## config.mk

```make
export PLATFORM = sky130hd
export DESIGN_NAME = idex_operand_stage
export DESIGN_NICKNAME = d
export VERILOG_FILES = /design/src/rtl/idex_operand_stage.sv
export SDC_FILE = /design/constraint.sdc
export NUM_CORES = 1
export LEC_CHECK = 0
export BUFFER_PORTS_ARGS = -buffer_cell sky130_fd_sc_hd__clkbuf_2
export CAP_MARGIN = 40
export CORE_AREA = 3 3 104 106
export CTS_CLUSTER_SIZE = 20
export DETAILED_ROUTE_END_ITERATION = 12
export DIE_AREA = 0 0 107 109
export GPL_TIMING_DRIVEN = 0
export HOLD_SLACK_MARGIN = 0.02
export PLACE_DENSITY = 0.85
export SYNTH_ARGS = -nofsm -noshare
export SYNTH_HDL_FRONTEND = slang
export SYNTH_SLANG_ARGS = --single-unit
```

## constraint.sdc

```tcl
create_clock -name clk -period 7.85 [get_ports clk]
set_input_delay 1.57 -clock clk [delete_from_list [all_inputs] [get_ports clk]]
set_output_delay 1.57 -clock clk [all_outputs]
set_load 0.01 [all_outputs]
```

## src/rtl/idex_operand_stage.sv

```systemverilog
// ID/EX operand stage: bypass muxing, hazard detection, stall accounting and the EX pipeline register.
// Optional macro IDEX_OPERAND_FWD_EN: only loads stall, and ALU results in EX are flagged for self-forwarding.
module idex_operand_stage (
   input  logic        clk,
   input  logic        reset,
   input  logic        id_valid,
   output logic        id_ready,
   input  logic [5:0]  id_ra,
   input  logic [5:0]  id_rb,
   input  logic [5:0]  id_rw,
   input  logic        id_regwe,
   input  logic        id_load,
   input  logic [31:0] rf_out1,
   input  logic [31:0] rf_out2,
   input  logic        mem_regwe,
   input  logic [5:0]  mem_rw,
   input  logic        mem_load,
   input  logic [31:0] mem_result,
   input  logic        wb_regwe,
   input  logic [5:0]  wb_rw,
   input  logic [31:0] wb_din,
   input  logic        flush,
   input  logic        ex_ready,
   output logic        ex_valid,
   output logic [31:0] ex_a,
   output logic [31:0] ex_b,
   output logic [5:0]  ex_rw,
   output logic        ex_regwe,
   output logic        ex_load,
   output logic        ex_fwd_a,
   output logic        ex_fwd_b,
   output logic [15:0] stall_count
);

   logic        advance;
   logic        ex_hit_en;
   logic        mem_hit_en;
   logic        hazard_a;
   logic        hazard_b;
   logic        hazard;
   logic        take;
   logic        stalled;
   logic [31:0] op_a;
   logic [31:0] op_b;

   // MEM result outranks WB data, which outranks the register file read.
   function automatic logic [31:0] select_operand(
      input logic [5:0]  src,
      input logic [31:0] rf_val,
      input logic        m_we,
      input logic [5:0]  m_rw,
      input logic [31:0] m_val,
      input logic        w_we,
      input logic [5:0]  w_rw,
      input logic [31:0] w_val
   );
      logic [31:0] res;
      res = rf_val;
      if (m_we && (m_rw == src))
         res = m_val;
      else if (w_we && (w_rw == src))
         res = w_val;
      return res;
   endfunction

   function automatic logic src_hazard(
      input logic [5:0] src,
      input logic       ex_en,
      input logic [5:0] e_rw,
      input logic       mem_en,
      input logic [5:0] m_rw
   );
      return (ex_en && (e_rw == src)) || (mem_en && (m_rw == src));
   endfunction

`ifdef IDEX_OPERAND_FWD_EN
   // Only loads are unresolved: ALU results forward from EX or MEM.
   assign ex_hit_en  = ex_valid & ex_regwe & ex_load;
   assign mem_hit_en = mem_regwe & mem_load;
`else
   logic unused_mem_load;

   assign unused_mem_load = mem_load;
   assign ex_hit_en       = ex_valid & ex_regwe;
   assign mem_hit_en      = mem_regwe;
`endif

   always_comb begin
      op_a     = select_operand(id_ra, rf_out1, mem_regwe, mem_rw, mem_result, wb_regwe, wb_rw, wb_din);
      op_b     = select_operand(id_rb, rf_out2, mem_regwe, mem_rw, mem_result, wb_regwe, wb_rw, wb_din);
      hazard_a = src_hazard(id_ra, ex_hit_en, ex_rw, mem_hit_en, mem_rw);
      hazard_b = src_hazard(id_rb, ex_hit_en, ex_rw, mem_hit_en, mem_rw);
   end

   assign hazard   = hazard_a | hazard_b;
   assign advance  = ~ex_valid | ex_ready;
   assign id_ready = flush | (advance & ~hazard);
   assign take     = advance & id_valid & ~hazard & ~flush;
   assign stalled  = id_valid & ~id_ready;

   // Operand payload only changes on an accepted instruction; bubbles just clear the control bits.
   always_ff @(posedge clk or posedge reset) begin
      if (reset) begin
         ex_valid <= 1'b0;
         ex_regwe <= 1'b0;
         ex_load  <= 1'b0;
         ex_a     <= '0;
         ex_b     <= '0;
         ex_rw    <= '0;
      end else if (flush) begin
         ex_valid <= 1'b0;
         ex_regwe <= 1'b0;
         ex_load  <= 1'b0;
      end else if (advance) begin
         if (take) begin
            ex_valid <= 1'b1;
            ex_regwe <= id_regwe;
            ex_load  <= id_load;
            ex_a     <= op_a;
            ex_b     <= op_b;
            ex_rw    <= id_rw;
         end else begin
            ex_valid <= 1'b0;
            ex_regwe <= 1'b0;
            ex_load  <= 1'b0;
         end
      end
   end

`ifdef IDEX_OPERAND_FWD_EN
   logic ex_alu_hit;

   assign ex_alu_hit = ex_valid & ex_regwe & ~ex_load;

   // The ALU reuses its own previous result when the producer is still sitting in EX.
   always_ff @(posedge clk or posedge reset) begin
      if (reset) begin
         ex_fwd_a <= 1'b0;
         ex_fwd_b <= 1'b0;
      end else if (flush) begin
         ex_fwd_a <= 1'b0;
         ex_fwd_b <= 1'b0;
      end else if (advance) begin
         if (take) begin
            ex_fwd_a <= ex_alu_hit && (id_ra == ex_rw);
            ex_fwd_b <= ex_alu_hit && (id_rb == ex_rw);
         end else begin
            ex_fwd_a <= 1'b0;
            ex_fwd_b <= 1'b0;
         end
      end
   end
`else
   assign ex_fwd_a = 1'b0;
   assign ex_fwd_b = 1'b0;
`endif

   always_ff @(posedge clk or posedge reset) begin
      if (reset)
         stall_count <= '0;
      else if (stalled && (stall_count != 16'hFFFF))
         stall_count <= stall_count + 16'd1;
   end

endmodule
```

* After elaboration in Yosys (flattened, before gate mapping)
Cells that the tools add are included.
** Storage, ports and cells
- Output and inout port bits :: 92
- Register bits after elaboration :: 89
- Memories :: 0
- Input port bits :: 168
- Latch bits :: 0
- Bits in read-only memories :: 0
- RAM bits :: 0
** Cells by class
- Bitwise gates (word level) :: 13
- Divide/modulo/power cells :: 0
- Magnitude comparators :: 0
- Add/subtract/negate cells :: 1
- Reduce and logical (&&, ||, !) cells :: 11
- Multipliers :: 0
- Shift operators :: 0
- Equal/unequal tests :: 7
- Multiplexer cells :: 13
** Operators with widths (count)
- two-way mux 32 bit :: 4
- equality test 6 bit :: 6
- adder 16 x 1 -> 16 bit (second input constant) :: 1
- inequality test 16 bit (second input constant) :: 1
- two-way mux 1 bit :: 9
- logical AND 1 bit :: 7
- AND 1 bit :: 6
- inverter 1 bit :: 4
- bitwise OR 1 bit :: 3
- AND reduction 3 bit :: 1
- logical OR 1 bit :: 2
- nonzero test 2 bit :: 1

* Logic depth before layout (Yosys ltp)
- Depth after elaboration :: 10
- Mapped depth :: 8

* Worst setup path after synthesis
No wires, ideal clock.
- Path kind :: input-to-output
- Start :: in id_rb[1]
- End :: out id_ready
- Arrival time :: 2.910 ns
- Path slack :: 3.370 ns
- Stages on the path :: 6
- Cell sequence :: xor2_1 o41ai_2 a2111oi_4 buf_2 buf_2 or2_2
** On the way
- Cells in the longest elaborated chain, start to end :: 7
- Elaborated cells on any way between the ends :: 9
- Those cells by class :: eq/ne: 2; bitwise: 4; reduce/logical: 3
** Ends and longest elaborated chain
- from (decl) :: RTL line 9 : input logic [5:0] id_rb,
- equality test 6 bit :: RTL line 73 : return (ex_en && (e_rw == src)) || (mem_en && (m_rw == src));
- logical AND 1 bit :: RTL line 73
- logical OR 1 bit (*) :: RTL line 73
- bitwise OR 1 bit (*) :: RTL line 95 : assign hazard = hazard_a | hazard_b;
- inverter 1 bit (*) :: RTL line 97 : assign id_ready = flush | (advance & ~hazard);
- AND 1 bit (*) :: RTL line 97
- bitwise OR 1 bit (*) :: RTL line 97
- to (decl) :: RTL line 7 : output logic id_ready,
Every way passes the cells marked *; elsewhere a longest branch is shown, timed or not.

* Worst setup path in the final report
- Start :: in id_ra[0]
- End :: out id_ready
** On the way
- Cells in the longest elaborated chain, start to end :: 7
- Elaborated cells on any way between the ends :: 9
- Those cells by class :: eq/ne: 2; bitwise: 4; reduce/logical: 3
** Ends and longest elaborated chain
- from (decl) :: RTL line 8 : input logic [5:0] id_ra,
- equality test 6 bit :: RTL line 73
- logical AND 1 bit :: RTL line 73
- logical OR 1 bit (*) :: RTL line 73
- bitwise OR 1 bit (*) :: RTL line 95
- inverter 1 bit (*) :: RTL line 97
- AND 1 bit (*) :: RTL line 97
- bitwise OR 1 bit (*) :: RTL line 97
Marks and branches as above.

==> qor.txt <==
Flops & latches, synth -> 89
Post-Layout Cell Count -> 818
Kind of critical path -> input port to output pin
First-pass GRT wire length -> 24.4 mm
DRC violations left -> 0
CTS Buf Count -> 9
Number of synthesized flops with an enable pin -> 0
Drt first pass iters -> 5
Yosys synthesis warning count -> 0
Post-CTS Resized -> 0
Total gr overflow -> 0
Final setup viols -> 0
Dpl cells -> 803
H-tree levels -> 3
R2r setup slk -> 5.42 ns
Share of cells above drive strength 1 -> 39.9%
Core area -> 0.00986 mm2
Post-route core utilization -> 64.2%
Sequential fraction of the synthesis area -> 46.1%
Pwr per Cell Area -> 193 mW/mm2
Clock Tree Root -> clkbuf_8
Synth-to-Final Area Change -> 31.0%
Most common cell after layout, fill and taps aside -> clkbuf_2
CTS Sinks -> 89
Fillers -> 845
Total track usage -> 27.2%
Finished Cell Area -> 0.00633 mm2
DR vias -> 4767
Initial core utilization -> 49.0%
Worst Max-Slew Pin Slew -> 0.844 ns
Buf+Inv Stages, Crit Path -> 4
Cts hold-fix bufs -> 0
Top-area cell type share of the netlist area -> 46.1%
N_diodes -> 0
Ys flop type -> dfrtp_1
Slowest stage cell, crit path -> nor4_1
Tmin final -> 5.05 ns
Layout Nets -> 850
Part of the cycle the worst path needs -> 64.3%
Hold Path Class -> flop to flop
Syn Inst Count -> 444
Initial detailed-routing violation count -> 319
Die Span Y -> 109 um
PortBufs -> 224
Most frequent cells in the layout -> clkbuf_2, dfrtp_1, mux2i_1, a21oi_1
Final number of hold-violating endpoints -> 0
Crit-path leading delay family -> simple AND/OR/NAND/NOR gates
Post-route ant nets -> 0
Routed length per instance -> 19.5 um
Slew HR -> 43.3%
Final WL -> 16.0 mm
Skew-Pair Late Insertion Delay -> 0.36 ns
Synth unique cells -> 37
RD Place Congestion -> 0.851
Number of max-cap violations -> 0
Worst-case clock buffer depth -> 2
Critical path arrival -> 3.48 ns
CP Cell Sequence -> clkbuf_2 > xnor2_1 > nand4_1 > nor4_1 > a2111oi_4 > buf_2 > buf_2 > or2_2 > clkbuf_2
Placed instance area -> 0.00616 mm2
Setup Skew -> 0.00882 ns
Reg2Reg Launch Point -> stall_count[0]$_DFFE_PP0P_
RSZ-0062 raised after global routing -> false
Reg-to-reg endpoint -> stall_count[1]$_DFFE_PP0P_
Yosys top cell by area -> dfrtp_1
Hold path cells -> 1
CP peak stage delay -> 0.40 ns
Worst R2R Path Depth -> 7
CTS tree -> built
Total die area -> 0.0117 mm2
I/O Pins -> 260
Setup TNS -> 0 ns
Largest cells by area after synthesis -> dfrtp_1, mux2i_1, a21oi_1
Worst-path clk slew -> 0.08 ns
Critical path peak fanout -> 10
Post-CTS setup buffer count -> 0
LEAKAGE -> 2.86 nW
FMAX -> 0.198 GHz
Hold path start -> stall_count[3]$_DFFE_PP0P_
Post-Syn Area per Cell -> 10.9 um2
Dpl hpwl -> 12.4 mm
Initial antenna violation count -> 0
Placement Rows -> 36
Largest net degree at the start of global routing -> 64
Ys async rst share -> 100%
CP Data Required Time -> 6.28 ns
Die X -> 107 um
CP Capture Type -> output pin
Vias/cell -> 5.83
Hold Path End -> stall_count[3]$_DFFE_PP0P_
Slew Viols, Final -> 0
Syn Std Cell Area -> 0.00483 mm2
Peak supply drop -> 106 uV
Vias in the first global route -> 4750
Run status -> finished, final reports clean
CP Launch Type -> input port
registers in the layout (all words and copies together) (netlist names):
signal	cells
ex_a	32
ex_b	32
stall_count	16
ex_rw	6
ex_load	1
ex_regwe	1
ex_valid	1
where the power goes:
group	total [mW]	switching (mW)	leakage [nW]	internal [mW]
sequential	0.586	0.0563	1.03	0.529
combinational	0.335	0.187	1.73	0.148
clock	0.302	0.157	0.0929	0.144
total	1.22	0.400	2.86	0.822
cell usage after synthesis (2+ instances only):
cell       n
nor4b_1    3
and3_1     3
buf_2     21
a32o_1     2
mux2_1     7
nand4_1    8
nor3_1     5
inv_1      2
nor4_2     3
nand3_1    7
xnor2_1   19
nor3b_1    2
nor4_1     7
xor2_1    31
a41oi_1   32
buf_4      4
a21oi_1   64
nand2_1    5
mux2i_1   64
a31oi_1   32
dfrtp_1   89
clkbuf_1  19
through the flow:
stage	setup WS (ns)	hold slack (ns)	power, mW
final	2.80	0.496	1.22
after global routing	2.61	0.517	1.29
after CTS	2.81	0.500	1.23
after detailed placement	2.82	0.485	0.929
after global placement	2.93	0.475	0.914
after floorplan	3.37	0.515	0.759
metal layers:
metal  GRT usage, %  vias to the layer above  wire length, um  part of all wire [%]
met2           47.8                      233             8010                    50
met5              0                        -                0                     0
met4           11.6                        0              416                   2.6
li1               -                     2150                -                     -
met1           33.7                     2351             6450                    40
met3           3.67                       33             1100                   6.9
worst max path at each step:
| stage | from | to | depth (start not counted) |
|---|---|---|---|
| detailed placement | id_ra[0] | id_ready | 9 |
| global route | id_ra[0] | id_ready | 9 |
| floorplan | id_rb[1] | id_ready | 6 |
| global placement | id_ra[0] | id_ready | 9 |
| CTS | id_ra[0] | id_ready | 9 |
| finish | id_ra[0] | id_ready | 9 |
worst reg2reg max path, stage by stage, from the launching register on:
cell	delay, ns
dfrtp_1	0.44
ha_1	0.22
nand4_1	0.28
nor3_1	0.61
nand2b_1	0.19
buf_4	0.18
nor2_1	0.08
mux2_1	0.31
logic make-up (layout without fill, tap and decap cells):
kind of cell	after synthesis	count (layout)	share of synthesized area [%]
xor+xnor	50	50	9.06
flops	89	89	46.1
fa+ha+maj	1	1	0.259
buf+inv	46	286	4.43
simple gates	52	52	6.96
other cells	1	2	0.0776
mux	72	72	15.1
compound gates	133	133	18.0
final cells by class:
type	count	area (um2)	share of cell area, %
clock buffer	11	131	2.07
timing repair buffer	225	1150	18.1
clock inverter	4	45.0	0.711
sequential	89	2230	35.2
inverter	2	10.0	0.158
buffer	44	206	3.26
multi-input combinational	310	2400	37.9
tap	133	166	2.63
Note: power is estimated with default switching activity, not from simulation.
